## src/rtl/booth_mac_acc.sv

```systemverilog
// Saturating MAC accumulator behind the Booth multiplier: sums a programmed
// number of signed products and holds the result until the consumer takes it.
//
// state | meaning
// IDLE  | waiting for start; acc_out keeps the last result
// ACCUM | accepting products until the term count reaches zero
// HOLD  | result presented on acc_out/acc_valid until acc_ready
module booth_mac_acc #(
    parameter int PROD_W = 8,
    parameter int ACC_W  = 10,
    parameter int LEN_W  = 4
) (
    input  logic              clk,
    input  logic              rst_n,
    input  logic              start,
    input  logic [LEN_W-1:0]  len,
    input  logic [PROD_W-1:0] prod,
    input  logic              prod_valid,
    output logic              prod_ready,
    output logic [ACC_W-1:0]  acc_out,
    output logic              acc_valid,
    input  logic              acc_ready,
    output logic              sat,
    output logic              busy
);

    typedef enum logic [1:0] {IDLE, ACCUM, HOLD} state_t;

    localparam logic [ACC_W-1:0] ACC_MAX = {1'b0, {(ACC_W-1){1'b1}}};
    localparam logic [ACC_W-1:0] ACC_MIN = {1'b1, {(ACC_W-1){1'b0}}};

    state_t state, state_nxt;

    logic [ACC_W-1:0] acc;
    logic [LEN_W-1:0] cnt;
    logic [ACC_W:0]   prod_ext;
    logic [ACC_W:0]   sum;
    logic [ACC_W-1:0] acc_nxt;
    logic             ovf;
    logic             xfer;
    logic             last;

    // One guard bit is enough: a product never exceeds the accumulator range.
    assign prod_ext = (ACC_W+1)'($signed(prod));
    assign sum      = {acc[ACC_W-1], acc} + prod_ext;
    assign ovf      = sum[ACC_W] ^ sum[ACC_W-1];
    assign acc_nxt  = ovf ? (sum[ACC_W] ? ACC_MIN : ACC_MAX) : sum[ACC_W-1:0];

    assign prod_ready = (state == ACCUM);
    assign acc_valid  = (state == HOLD);
    assign busy       = (state != IDLE);
    assign xfer       = prod_valid && prod_ready;
    assign last       = xfer && (cnt == LEN_W'(1));

    always_ff @(posedge clk or negedge rst_n) begin
        if (!rst_n) begin
            state <= IDLE;
        end else begin
            state <= state_nxt;
        end
    end

    always_comb begin
        state_nxt = state;
        case (state)
            IDLE: begin
                if (start) begin
                    state_nxt = (len == '0) ? HOLD : ACCUM;
                end
            end
            ACCUM: begin
                if (last) begin
                    state_nxt = HOLD;
                end
            end
            HOLD: begin
                if (acc_ready) begin
                    state_nxt = IDLE;
                end
            end
            default: state_nxt = IDLE;
        endcase
    end

    always_ff @(posedge clk or negedge rst_n) begin
        if (!rst_n) begin
            acc     <= '0;
            cnt     <= '0;
            acc_out <= '0;
            sat     <= 1'b0;
        end else begin
            case (state)
                IDLE: begin
                    if (start) begin
                        acc <= '0;
                        sat <= 1'b0;
                        cnt <= len;
                        if (len == '0) begin
                            acc_out <= '0;
                        end
                    end
                end
                ACCUM: begin
                    if (xfer) begin
                        acc <= acc_nxt;
                        cnt <= cnt - LEN_W'(1);
                        if (ovf) begin
                            sat <= 1'b1;
                        end
                        if (last) begin
                            acc_out <= acc_nxt;
                        end
                    end
                end
                default: begin
                end
            endcase
        end
    end

endmodule

```

## config.mk

```make
export PLATFORM = sky130hd
export DESIGN_NAME = booth_mac_acc
export DESIGN_NICKNAME = d
export VERILOG_FILES = /design/src/rtl/booth_mac_acc.sv
export SDC_FILE = /design/constraint.sdc
export NUM_CORES = 1
export LEC_CHECK = 0
export ABC_AREA = 1
export ABC_CLOCK_PERIOD_IN_PS = 2780
export BUFFER_PORTS_ARGS = -buffer_cell sky130_fd_sc_hd__buf_2
export CAP_MARGIN = 20
export CORE_AREA = 4 4 63 65
export DETAILED_ROUTE_END_ITERATION = 8
export DIE_AREA = 0 0 67 69
export HOLD_SLACK_MARGIN = 0.03
export PLACE_DENSITY = 0.85
export SYNTH_ARGS = -nofsm -noshare
export SYNTH_HDL_FRONTEND = slang
export SYNTH_SLANG_ARGS = --single-unit
```

## constraint.sdc

```tcl
create_clock -name clk -period 2.78 [get_ports clk]
set_input_delay 0.417 -clock clk [delete_from_list [all_inputs] [get_ports clk]]
set_output_delay 0.417 -clock clk [all_outputs]
set_load 0.1 [all_outputs]
```

Word level (Yosys, flattened, before mapping)
Index checks and enable logic that the tools add are counted.
{"block": "classes", "eq_ne": 9, "bitwise": 1, "addsub": 2, "reduce_logical": 10, "n_mux": 22}
{"operator": "$mux W10", "n": 8}
{"operator": "$pmux W10 S2", "n": 2}
{"operator": "$add A10 B8 Y11", "n": 1}
{"operator": "$mux W2", "n": 4}
{"operator": "$mux W4", "n": 2}
{"operator": "$ne A2 B1 Y1 const B", "n": 4}
{"operator": "$pmux W4 S2", "n": 1}
{"operator": "$pmux W2 S3", "n": 1}
{"operator": "$reduce_and A3 Y1", "n": 2}
{"operator": "$reduce_and A5 Y1", "n": 1}
{"operator": "$eq A4 B1 Y1 const B", "n": 1}
{"operator": "$logic_not A4 Y1", "n": 1}
{"operator": "$ne A2 B2 Y1 const B", "n": 2}
{"operator": "$reduce_and A4 Y1", "n": 1}
{"operator": "$reduce_bool A2 Y1", "n": 2}
{"operator": "$sub A4 B1 Y4 const B", "n": 1}
{"operator": "$mux W1", "n": 3}
{"operator": "$eq A2 B1 Y1 const B", "n": 1}
{"operator": "$eq A2 B2 Y1 const B", "n": 1}
{"operator": "$logic_and A1 B1 Y1", "n": 2}
{"operator": "$logic_not A2 Y1", "n": 1}
{"operator": "$pmux W1 S2", "n": 1}
{"operator": "$xor A1 B1 Y1", "n": 1}
{"block": "totals", "in_bits": 17, "regBits": 27}

Logic depth before layout (Yosys ltp)
Gate-level depths: netlist of the first run.
{"block": "depth", "ltp_word": 6, "mapped_depth": 13}

Worst setup path after synthesis of the first run
Ideal clock, no wire load.
{"block": "synth_timing", "path_kind": "reg2reg", "startpoint": "register state[1]", "endpoint": "register state[0]", "arrival_ps": 2075, "slack_ps": 581, "required_ps": 2657, "path_buffers": 0, "stages_incl_launch_ff": 5, "cell_sequence": "dfrtp_1 > inv_1 > nor2_1 > nand2_1 > o221a_2"}
{"block": "synth_between", "elab_cells_between_ends": 10}
{"element": "from (decl)", "line_no": "32", "text": "state_t state, state_nxt;"}
{"element": "from (signal assigned)", "line_no": "59", "text": "state <= state_nxt;"}
{"element": "$eq A2 B2 Y1 (*)"}
{"element": "named net acc_valid", "line_no": "21", "text": "output logic acc_valid,"}
{"element": "$ne A2 B1 Y1 (no line)"}
{"element": "$reduce_and A3 Y1 (no line)"}
The timed path passes the listed nets; every way through them passes the cells marked *.
A chain may end at the register's enable or synchronous reset.

Worst setup path after layout of the first run
{"block": "layout_timing", "startpoint": "register acc[0]", "endpoint": "register acc[7]"}
{"block": "layout_between", "elab_chain_cells": 5, "elab_cells_between_ends": 6}
{"element": "from (decl)", "line_no": "34", "text": "logic [ACC_W-1:0] acc;"}
{"element": "from (signal assigned)", "line_no": "105", "text": "acc <= acc_nxt;"}
{"element": "$add A10 B8 Y11 (*)", "line_no": "45", "text": "assign sum = {acc[ACC_W-1], acc} + prod_ext;"}
{"element": "$mux W10 / $xor A1 B1 Y1 (equally long branches)", "line_no": "47, 46"}
{"element": "$mux W10 (*)", "line_no": "47", "text": "assign acc_nxt = ovf ? (sum[ACC_W] ? ACC_MIN : ACC_MAX) : sum[ACC_W-1:0];"}
{"element": "$mux W10 (*)", "line_no": "104", "text": "if (xfer) begin"}
{"element": "$pmux W10 S2 (*)", "line_no": "92", "text": "case (state)"}
Mark *: on every way between the ends. The rest lies on a longest branch, timed or not. The select of a mux whose other input is x is not followed.

==> results.md, run 1 <==
* Initial Utilization at a little under three fifths
* Ports at 31
* Total congestion overflow at 0
* Post-Syn Nets at between 200 and 300
* Fin. max-slew vios at 0
* Kind of critical path: reg2reg
* ANT nets after route at 0
* Final setup TNS at 0 ns
* Tcrit/Tclk final at 78.2%
* Crit path time final at roughly 2.2 ns
* Pre-antenna DRT Iters at 4
* Post-synthesis cell type count at 29
* Synth Register Bits at 27
* Final WL at just under 4 mm
* Hold Crit Class: in2async
* Vias in the first global route at ~1,500
* Routed WL per cell at between 10 and 15 um
* Share of cells above drive strength 1 at between 20% and 30%
* CTS tree: done
* Num CTS Buffers at 3
* Post-Syn Area per Cell at 7.52 um2
* Crit end category: register
* RSZ-0062 raised after global routing: false
* Core Box Area at approximately 3300 um2
* Final Instance Count excl. Fillers at around 320
* Hold-fix buffers, CTS at 0
* Root buf cell: clkbuf_4
* Initial antenna violation count at 0
* Post-synth top area cell: dfrtp_1
* CP Data Arrival Time at between 2 and 2.5 ns
* Tightest Pin Transition at roughly 0.65 ns
* Global-route wire length before repair at 6.91 mm
* Metal2 WL at between 1.5 and 2 mm
* Post-CTS Setup Bufs at 0
* CP Launch Type: register
* Largest net degree at the start of global routing at 28
* Htree depth at 1
* Clock transition at path regs at 0.15 ns
* Drt drc at 0
* Normalized max-slew margin at 56.6%
* Die height at ~70 um
* DR vias/cell at 5.19
* Post-cts resize count at 0
* Ys flop type: dfrtp_1
* Placed Cells at 320
* Fill count at ~330
* Setup violators final at 0
* First DRT Iteration DRCs at roughly 110
* # clock sinks at 27
* Top routing layer in use: met4
* WL met1 at 1.95 mm
* Area share of the largest cell type after synthesis at approximately 36%
* Max cap viols at 0
* CP required at just over 3 ns
* Max clock buf depth at 2
* Die area at 4620 um2
* Fin. Hold Viols at 0
* Seq/Total Area, Yosys at between 30% and 40%
* Async SR Flop Fraction at 100%
* GRT Util Overall at a little under a fifth
* EDFF count, synth at 0
* Std cell rows at 21
* Worst-skew pair later-pin latency at 0.32 ns
* Final GP Congestion at about 0.90
* Outcome: completed
* # nets final at about 300
* Cell Area, Synth at roughly 1900 um2
* CP Max Fanout at 18
* Half-perimeter wire length after placement at approximately 3.2 mm
* Via count at ~1,700
* Die width at roughly 67 um
* Port bufs at 30
* DR WL met3 at ~120 um
* Clock Skews at 0.00772 ns
* Ant diodes at 0
* Post-Syn Instances at approximately 250
* Synthesis Warnings at 0
* Layout area overhead at 11.1%
* Ranking of synthesized cells by area: dfrtp_1 (36%), nand2_1 (17%), nand3_1 (8.6%)
* Peak Freq at 460 MHz
==> area by class of cell <==
class / instances / area (um2) / share of cell area [%]
Clock buffer: 3 / 22.5 / 1.09
Clock inverter: 1 / 5.00 / 0.242
Inverter: 28 / 105 / 5.07
Multi-Input combinational cell: 189 / 1060 / 51.0
Sequential cell: 27 / 676 / 32.6
Tap cell: 46 / 57.6 / 2.78
Timing Repair Buffer: 30 / 150 / 7.25
==> Yosys cell counts (2+ instances only) <==
cell and instances:
inv_1 25, nand3_2 2, a21oi_1 7, ha_1 12, inv_2 3, nand2_1 83, nand2_2 6, nand3_1 32
xnor2_1 3, dfrtp_1 27, nand4_1 4, nor2_4 2, nor2_1 9, o21ai_0 8, o211ai_1 3, nor2_2 3
a21oi_2 3, xor2_1 5
==> logic make-up (layout without fill, tap and decap cells) <==
logic type      after synthesis  in the layout  synth area share, %
flops                        27             27                 36.2
xor+xnor                      8              8                 3.76
simple gates                143            143                 35.0
buf+inv                      32             62                 7.11
compound gates               25             25                 8.79
fa+ha+maj                    13             13                 9.13
==> worst max-delay path, stage by stage, from the launching register on <==
cell and delay, ns:
dfrtp_1 0.41, ha_1 0.23, fa_1 0.47, nand3_2 0.13, nand3_1 0.11, nand2_1 0.09
nand2_2 0.08, a21oi_4 0.38, nand3_1 0.14, nand2_1 0.08
==> through the flow <==
stage	setup WS (ns)	hold slack [ns]	area [um2]	util, %
2_1_floorplan	0.581	0.121	1860	-
3_3_place_gp	0.546	0.449	2040	61.3
3_5_place_dp	0.481	0.459	2040	61.3
4_1_cts	0.615	0.0988	2070	62.1
5_1_grt	0.392	0.108	2070	62.1
6_report	0.606	0.0748	2070	62.1
==> final timing paths <==
path | startpoint | to | slack [ns] | depth (start not counted)
min reg2reg | acc_out[7] | acc_out[7] | 0.50 | 2
min | rst_n | acc_out[2] | 0.07 | 1
max | acc[0] | acc[7] | 0.61 | 9
min in group clk | acc_ready | state[1] | 0.35 | 4
max in group asynchronous | rst_n | cnt[0] | 2.31 | 1
max reg2reg | acc[0] | acc[7] | 0.61 | 9
==> sequential cells by signal, summed over array words and instances (netlist names) <==
register,cells
sat,1
acc_out,10
acc,10
state,2
cnt,4
==> layer usage <==
metal	GRT usage (%)	vias up
li1	-	869
met1	28.7	773
met2	27.2	32
met3	1.95	6
met4	5.41	0
met5	0	-
==> layout by cell type (no fill, tap or decap) <==
| cell type | synthesis | layout |
|---|---|---|
| a21oi_1 | 7 | 7 |
| a21oi_2 | 3 | 3 |
| a21oi_4 | 1 | 1 |
| a31oi_1 | 1 | 1 |
| buf_2 | 1 | 30 |
| clkbuf_4 | 0 | 3 |
| clkinv_2 | 0 | 1 |
| dfrtp_1 | 27 | 27 |
| fa_1 | 1 | 1 |
| ha_1 | 12 | 12 |
| inv_1 | 25 | 25 |
| inv_2 | 3 | 3 |
| nand2_1 | 83 | 83 |
| nand2_2 | 6 | 6 |
| nand3_1 | 32 | 32 |
| nand3_2 | 2 | 2 |
| nand4_1 | 4 | 4 |
| nor2_1 | 9 | 9 |
| nor2_2 | 3 | 3 |
| nor2_4 | 2 | 2 |
| nor3_4 | 1 | 1 |
| nor4_1 | 1 | 1 |
| o211ai_1 | 3 | 3 |
| o21ai_0 | 8 | 8 |
| o221a_2 | 1 | 1 |
| o22ai_1 | 1 | 1 |
| xnor2_1 | 3 | 3 |
| xor2_1 | 5 | 5 |
Power of run 1 is not shown: default switching activity piles up to over one toggle a cycle in this logic, so the estimate is an artifact.
==> inputs of run 2 (changes only) <==
- ABC_AREA: 1 -> 0
- ABC_CLOCK_PERIOD_IN_PS: 2780 -> 1960
- CORE_AREA: 4 4 63 65 -> 4 4 65 67
- DIE_AREA: 0 0 67 69 -> 0 0 69 71
- PLACE_DENSITY: 0.85 -> 0.8
- clock period: 2.78 -> 1.96 ns (I/O delays scaled with it)
==> run 2 against run 1 <==
The run now ends with negative setup slack left. Synthesized area shrank 5.2%. Maximum frequency shrank 16%. Clock skew is essentially flat. Design area grew 15%. Critical path depth shrank 1. Routed wire length grew 13%. Sequential share of layout area shrank 4.2 points. Synthesized cell count shrank 21%. First-iteration DRC count shrank 18%. Global-route usage shrank 0.64 points. Non-clock buffer count grew 37. Critical path type unchanged.
==> results.md, run 2 <==
* ANT nets after route at 0 (unchanged)
* Peak Freq at 385 MHz (was 460 MHz)
* Via count at 1,688 (was 1,680)
* Post-Syn Nets at 226 (was 278)
* Layout area overhead at 34.5% (was 11.1%)
* Clock transition at path regs at 0.09 ns (was 0.15 ns)
* Core Box Area at 3630 um2 (was 3340 um2)
* Port bufs at 30 (unchanged)
* Fin. max-slew vios at 0 (unchanged)
* Fin. Hold Viols at 0 (unchanged)
* Normalized max-slew margin at 60.3% (was 56.6%)
* RSZ-0062 raised after global routing: true (was false)
* Global-route wire length before repair at 7.32 mm (was 6.91 mm)
* Num CTS Buffers at 3 (unchanged)
* CP Launch Type: register (unchanged)
* Failing checks: negative setup slack
* Largest registers: acc: 10 flops, acc_out: 10 flops, cnt: 4 flops (unchanged)
* CP Max Fanout at 8 (was 18)
* Die width at 69 um (was 67 um)
* Max clock buf depth at 2 (unchanged)
* Ranking of synthesized cells by area: dfrtp_1 (38%), ha_1 (8.5%), o21ai_0 (5.9%) (was dfrtp_1 (36%), nand2_1 (17%), nand3_1 (8.6%))
* Total congestion overflow at 0 (unchanged)
* Commonest non-fill, non-tap cell in the layout: buf_4 (was nand2_1)
* # clock sinks at 27 (unchanged)
* Async SR Flop Fraction at 100% (unchanged)
* Kind of critical path: reg2reg (unchanged)
* Top post-synthesis cells by count: dfrtp_1 (27), o21ai_0 (21), nand2_1 (20) (was nand2_1 (83), nand3_1 (32), dfrtp_1 (27))
* Post-synthesis cell type count at 44 (was 29)
* Share of cells above drive strength 1 at 36.3% (was 20.1%)
* Ant diodes at 0 (unchanged)
* Initial antenna violation count at 0 (unchanged)
* Clock Skews at 0.00806 ns (was 0.00772 ns)
* Largest net degree at the start of global routing at 28 (unchanged)
* Ports at 31 (unchanged)
* CP Data Arrival Time at 2.75 ns (was 2.43 ns)
* Hold Crit Class: in2async (unchanged)
* Htree depth at 1 (unchanged)
* Synth Register Bits at 27 (unchanged)
* DR vias/cell at 5.50 (was 5.19)
* Post-Syn Instances at 196 (was 248)
* Hold-fix buffers, CTS at 0 (unchanged)
* Drt drc at 0 (unchanged)
* Seq/Total Area, Yosys at 38.2% (was 36.2%)
* CTS tree: done (unchanged)
* Routed WL per cell at 14.6 um (was 12.3 um)
* Worst-skew pair later-pin latency at 0.27 ns (was 0.32 ns)
* Outcome: finished with violations (was completed)
* Area share of the largest cell type after synthesis at 38.2% (was 36.2%)
* Crit path time final at 2.60 ns (was 2.17 ns)
* Top-count cell post-synth: dfrtp_1 (was nand2_1)
* Final WL at 4.49 mm (was 3.98 mm)
* Final GP Congestion at 0.855 (was 0.901)
* GRT Util Overall at 18.0% (was 18.6%)
* Ys flop type: dfrtp_1 (unchanged)
* Cell Area, Synth at 1770 um2 (was 1860 um2)
* Fin worst setup slack at -0.638 ns (was 0.606 ns)
* Tightest Pin Transition at 0.595 ns (was 0.651 ns)
* First DRT Iteration DRCs at 89 (was 108)
* # nets final at 290 (was 309)
* Post-Syn Area per Cell at 9.01 um2 (was 7.52 um2)
* Vias in the first global route at 1,608 (was 1,547)
* Initial Utilization at 48.6% (was 55.9%)
* Die area at 4900 um2 (was 4620 um2)
* Half-perimeter wire length after placement at 3.47 mm (was 3.19 mm)
* Synthesis Warnings at 0 (unchanged)
* Final setup TNS at -12.19 ns (was 0 ns)
* EDFF count, synth at 0 (unchanged)
* Most frequent cells in the layout: buf_4 (36), buf_2 (29), dfrtp_1 (27), nand2_1 (20), o21ai_1 (14) (was nand2_1 (83), nand3_1 (32), buf_2 (30), dfrtp_1 (27), inv_1 (25))
* Setup violators final at 21 (was 0)
* Std cell rows at 22 (was 21)
* Crit end category: register (unchanged)
* Die height at 71 um (was 69 um)
* Pre-antenna DRT Iters at 4 (unchanged)
* Root buf cell: clkbuf_8 (was clkbuf_4)
* CP required at 2.11 ns (was 3.04 ns)
* Post-synth top area cell: dfrtp_1 (unchanged)
* Tcrit/Tclk final at 133% (was 78.2%)
* Max cap viols at 0 (unchanged)
## run 2: cells by family after synthesis
group / count (synthesis) / share of synthesized area, %
flip-flops: 27 / 38.2
AO/OA/AOI/OAI: 63 / 24.1
multiplexers: 2 / 1.27
XOR/XNOR: 6 / 2.98
adder cells (fa/ha/maj): 13 / 9.63
buffers and inverters: 15 / 3.89
AND/OR/NAND/NOR: 70 / 19.9
## run 2: critical path, cell delays in order (launching register included)
cell and delay, ns:
dfrtp_1 0.40, ha_2 0.19, fa_2 0.36, a21o_1 0.20
a221o_1 0.33, o31a_4 0.33, a32o_4 0.37, nor3_2 0.18
o21ai_1 0.10
## run 2: layout make-up
| class | count | area (um2) |
|---|---|---|
| fill | 311 | 1260 |
| multi-input combinational | 154 | 1120 |
| sequential | 27 | 676 |
| timing repair buffer | 67 | 447 |
| clock buffer | 4 | 45.0 |
| tap | 48 | 60.1 |
| inverter | 7 | 26.3 |
## run 2: worst paths after layout
path / start / endpoint / slack (ns) / cells past startpoint
worst max-delay path: acc[0] / acc_out[6] / -0.64 / 8
worst min-delay path: rst_n / cnt[1] / 0.01 / 1
worst max register to register: acc[0] / acc_out[6] / -0.64 / 8
worst min register to register: acc_out[2] / acc_out[2] / 0.49 / 2
max in group asynchronous: rst_n / sat / 1.55 / 1
min in group clk: len[0] / cnt[0] / 0.26 / 3
## run 2: repair_timing
action                                  in CTS  in global routing
setup buffers                                2                  1
endpoints found under the setup margin      21                 21
pin swaps                                   10                  2
gates resized for setup                      5                  4
## run 2: routing by layer
metal / vias up / GRT usage [%] / part of all wire [%]
met4: 0 / 3.25 / 0.60
met3: 4 / 3.84 / 2.9
met5: - / 0 / 0
met2: 27 / 32.2 / 53
met1: 812 / 22.4 / 43
li1: 845 / - / -
## run 2: per-stage QoR
step / setup slack, ns / utilization, % / hold slack [ns] / std cells / area, um2
final: -0.638 / 65.4 / 0.0150 / 307 / 2380
after global routing: -0.705 / 65.4 / 0.0534 / 307 / 2380
after global placement: -0.612 / 62.2 / 0.323 / 300 / 2260
after detailed placement: -0.679 / 62.2 / 0.335 / 300 / 2260
after floorplan: -0.494 / - / -0.00159 / 196 / 1820
after CTS: -0.585 / 64.4 / 0.0373 / 306 / 2340
Power of run 2 is left out for the same reason.
==> inputs of run 3 (changes only) <==
- CORE_AREA: 4 4 65 67 -> 4 4 72 74
- DIE_AREA: 0 0 69 71 -> 0 0 76 78
- PLACE_DENSITY: 0.8 -> 0.68
==> run 3 against run 2 <==
The run still ends with negative setup slack left. Maximum frequency is 3.3% higher. Global-route usage decreased by 1.5 points. Via count up 0.24%. Critical path depth unchanged. Critical endpoint is now acc_out[4]. Largest cell class unchanged.
==> results.md, run 3 (synthesized netlist as in run 2, its figures left out) <==
* Crit end category: register (unchanged)
* Share of cells above drive strength 1 at 38.3% (was 36.3%)
* Fin. max-slew vios at 0 (unchanged)
* Total congestion overflow at 0 (unchanged)
* Die width at 76 um (was 69 um)
* CTS tree: done (unchanged)
* Slowest stage delay, CP at 0.41 ns (was 0.40 ns)
* Most frequent cells in the layout: buf_4 (39), buf_2 (29), dfrtp_1 (27), nand2_1 (20), nor2_1 (13) (was buf_4 (36), buf_2 (29), dfrtp_1 (27), nand2_1 (20), o21ai_1 (14))
* Ant diodes at 0 (unchanged)
* Num CTS Buffers at 3 (unchanged)
* Global-route wire length before repair at 8.14 mm (was 7.32 mm)
* Die height at 78 um (was 71 um)
* GRT Util Overall at 16.5% (was 18.0%)
* Storage cell area at 676 um2 (unchanged)
* Layout area overhead at 36.3% (was 34.5%)
* Core Box Area at 4600 um2 (was 3630 um2)
* Vias in the first global route at 1,791 (was 1,608)
* Htree depth at 1 (unchanged)
* Initial antenna violation count at 0 (unchanged)
* Tightest Pin Transition at 0.611 ns (was 0.595 ns)
* R2R Setup Slk at -0.55 ns (was -0.64 ns)
* Setup violators final at 21 (unchanged)
* Final Instance Count excl. Fillers at 318 (was 307)
* # nets final at 295 (was 290)
* Area of the multi-input gates at 1100 um2 (was 1120 um2)
* Largest net degree at the start of global routing at 28 (unchanged)
* DR vias/cell at 5.32 (was 5.50)
* Reg-to-reg endpoint: acc_out[4] (was acc_out[6])
* Setup crit end: acc_out[4] (was acc_out[6])
* Port bufs at 30 (unchanged)
* Highest-delay cell along the critical path: dfrtp_1 (unchanged)
* RSZ-0062 raised after global routing: true (unchanged)
* Half-perimeter wire length after placement at 3.66 mm (was 3.47 mm)
* Via count at 1,692 (was 1,688)
* Failing checks: negative setup slack (unchanged)
* Fill count at 431 (was 311)
* Placed Cells at 311 (was 300)
* Max cap viols at 0 (unchanged)
* Commonest non-fill, non-tap cell in the layout: buf_4 (unchanged)
* RR Startpoint: acc[0] (unchanged)
* Routed WL per cell at 14.8 um (was 14.6 um)
* CP required at 2.12 ns (was 2.11 ns)
* Clock Skews at 0.00233 ns (was 0.00806 ns)
* Final WL at 4.69 mm (was 4.49 mm)
* CP Max Fanout at 8 (unchanged)
* Drt drc at 0 (unchanged)
* Fin. Hold Viols at 0 (unchanged)
* Hold-fix buffers, CTS at 0 (unchanged)
* Hold Crit Class: in2async (unchanged)
* Worst-skew pair later-pin latency at 0.27 ns (about the same)
* Critical path cell sequence: ha_4, fa_2, a21o_1, a221o_1, o31a_4, a32o_2, nor3_2, o21ai_1 (was ha_2, fa_2, a21o_1, a221o_1, o31a_4, a32o_4, nor3_2, o21ai_1)
* Clock transition at path regs at 0.09 ns (about the same)
* ANT nets after route at 0 (unchanged)
* Largest registers: acc: 10 flops, acc_out: 10 flops, cnt: 4 flops (unchanged)
* Root buf cell: clkbuf_8 (unchanged)
* Crit. Startpoint: acc[0] (unchanged)
* Outcome: finished with violations (unchanged)
* Initial Utilization at 38.4% (was 48.6%)
* Fin worst setup slack at -0.554 ns (was -0.638 ns)
* Max clock buf depth at 2 (unchanged)
* Crit path time final at 2.51 ns (was 2.60 ns)
* Peak Freq at 398 MHz (was 385 MHz)
* Tcrit/Tclk final at 128% (was 133%)
* CP Launch Type: register (unchanged)
* CP Data Arrival Time at 2.67 ns (was 2.75 ns)
* Worst Setup Slack post-DPL at -0.656 ns (was -0.679 ns)
* Die area at 5930 um2 (was 4900 um2)
* FF-to-FF path depth at 8 (unchanged)
* Normalized max-slew margin at 59.3% (was 60.3%)
* Kind of critical path: reg2reg (unchanged)
* Pre-antenna DRT Iters at 4 (unchanged)
* Std cell rows at 25 (was 22)
* Ports at 31 (unchanged)
* Final GP Congestion at 0.836 (was 0.855)
* First DRT Iteration DRCs at 96 (was 89)
* # clock sinks at 27 (unchanged)
run 3: cell count changes in the layout (fill, tap and decap cells not counted), moves of 2 or more:
cell and change:
buf_4 +3, o21ai_2 +2, buf_6 +2, nor3_2 +4, nor3_4 -4, o21ai_1 -3
run 3: timing repair:
item / in CTS / in global routing
pin swaps: 5 / 2
setup endpoints to repair: 21 / 21
resized for setup: 5 / 2
buffers inserted: 1 / 2
run 3: cell type report:
class,count,area share [%]
flip-flops and latches,27,28.1
inverters,7,1.09
clock buffers,4,1.87
multi-input cells,154,45.7
repair buffers,72,20.4
well taps,54,2.81
run 3: routing by layer:
layer  vias up  share of wire, %  track usage (%)
met5         -                 0                0
met4         0               1.2             3.20
met3         7               4.3             3.60
met2        42                49             28.5
met1       793                45             21.0
li1        850                 -                -
run 3: stage by stage:
step / cell area [um2] / setup TNS, ns / util (%) / hold slack, ns
after floorplan: 1820 / -9.31 / - / -0.00159
after global placement: 2300 / -11.31 / 50.1 / 0.334
after detailed placement: 2300 / -12.26 / 50.1 / 0.349
after CTS: 2380 / -10.94 / 51.9 / 0.0435
after global routing: 2410 / -12.84 / 52.4 / 0.0640
final: 2410 / -10.78 / 52.4 / 0.0213
run 3: worst max-delay path, delay by kind of cell (launching register included):
| family | cells | cell delay [ns] |
|---|---|---|
| compound gates | 5 | 1.29 |
| fa+ha+maj | 2 | 0.51 |
| flops | 1 | 0.41 |
| simple gates | 1 | 0.19 |
run 3: worst min-delay path by stage:
stage                     startpoint     end  slack (ns)
after floorplan                rst_n  acc[0]      -0.002
after global placement         rst_n  cnt[3]        0.33
after detailed placement       rst_n  cnt[3]        0.35
after CTS                      rst_n  cnt[3]        0.04
after global routing           rst_n  cnt[3]        0.06
final                          rst_n  cnt[3]        0.02
Power of run 3 is left out for the same reason.
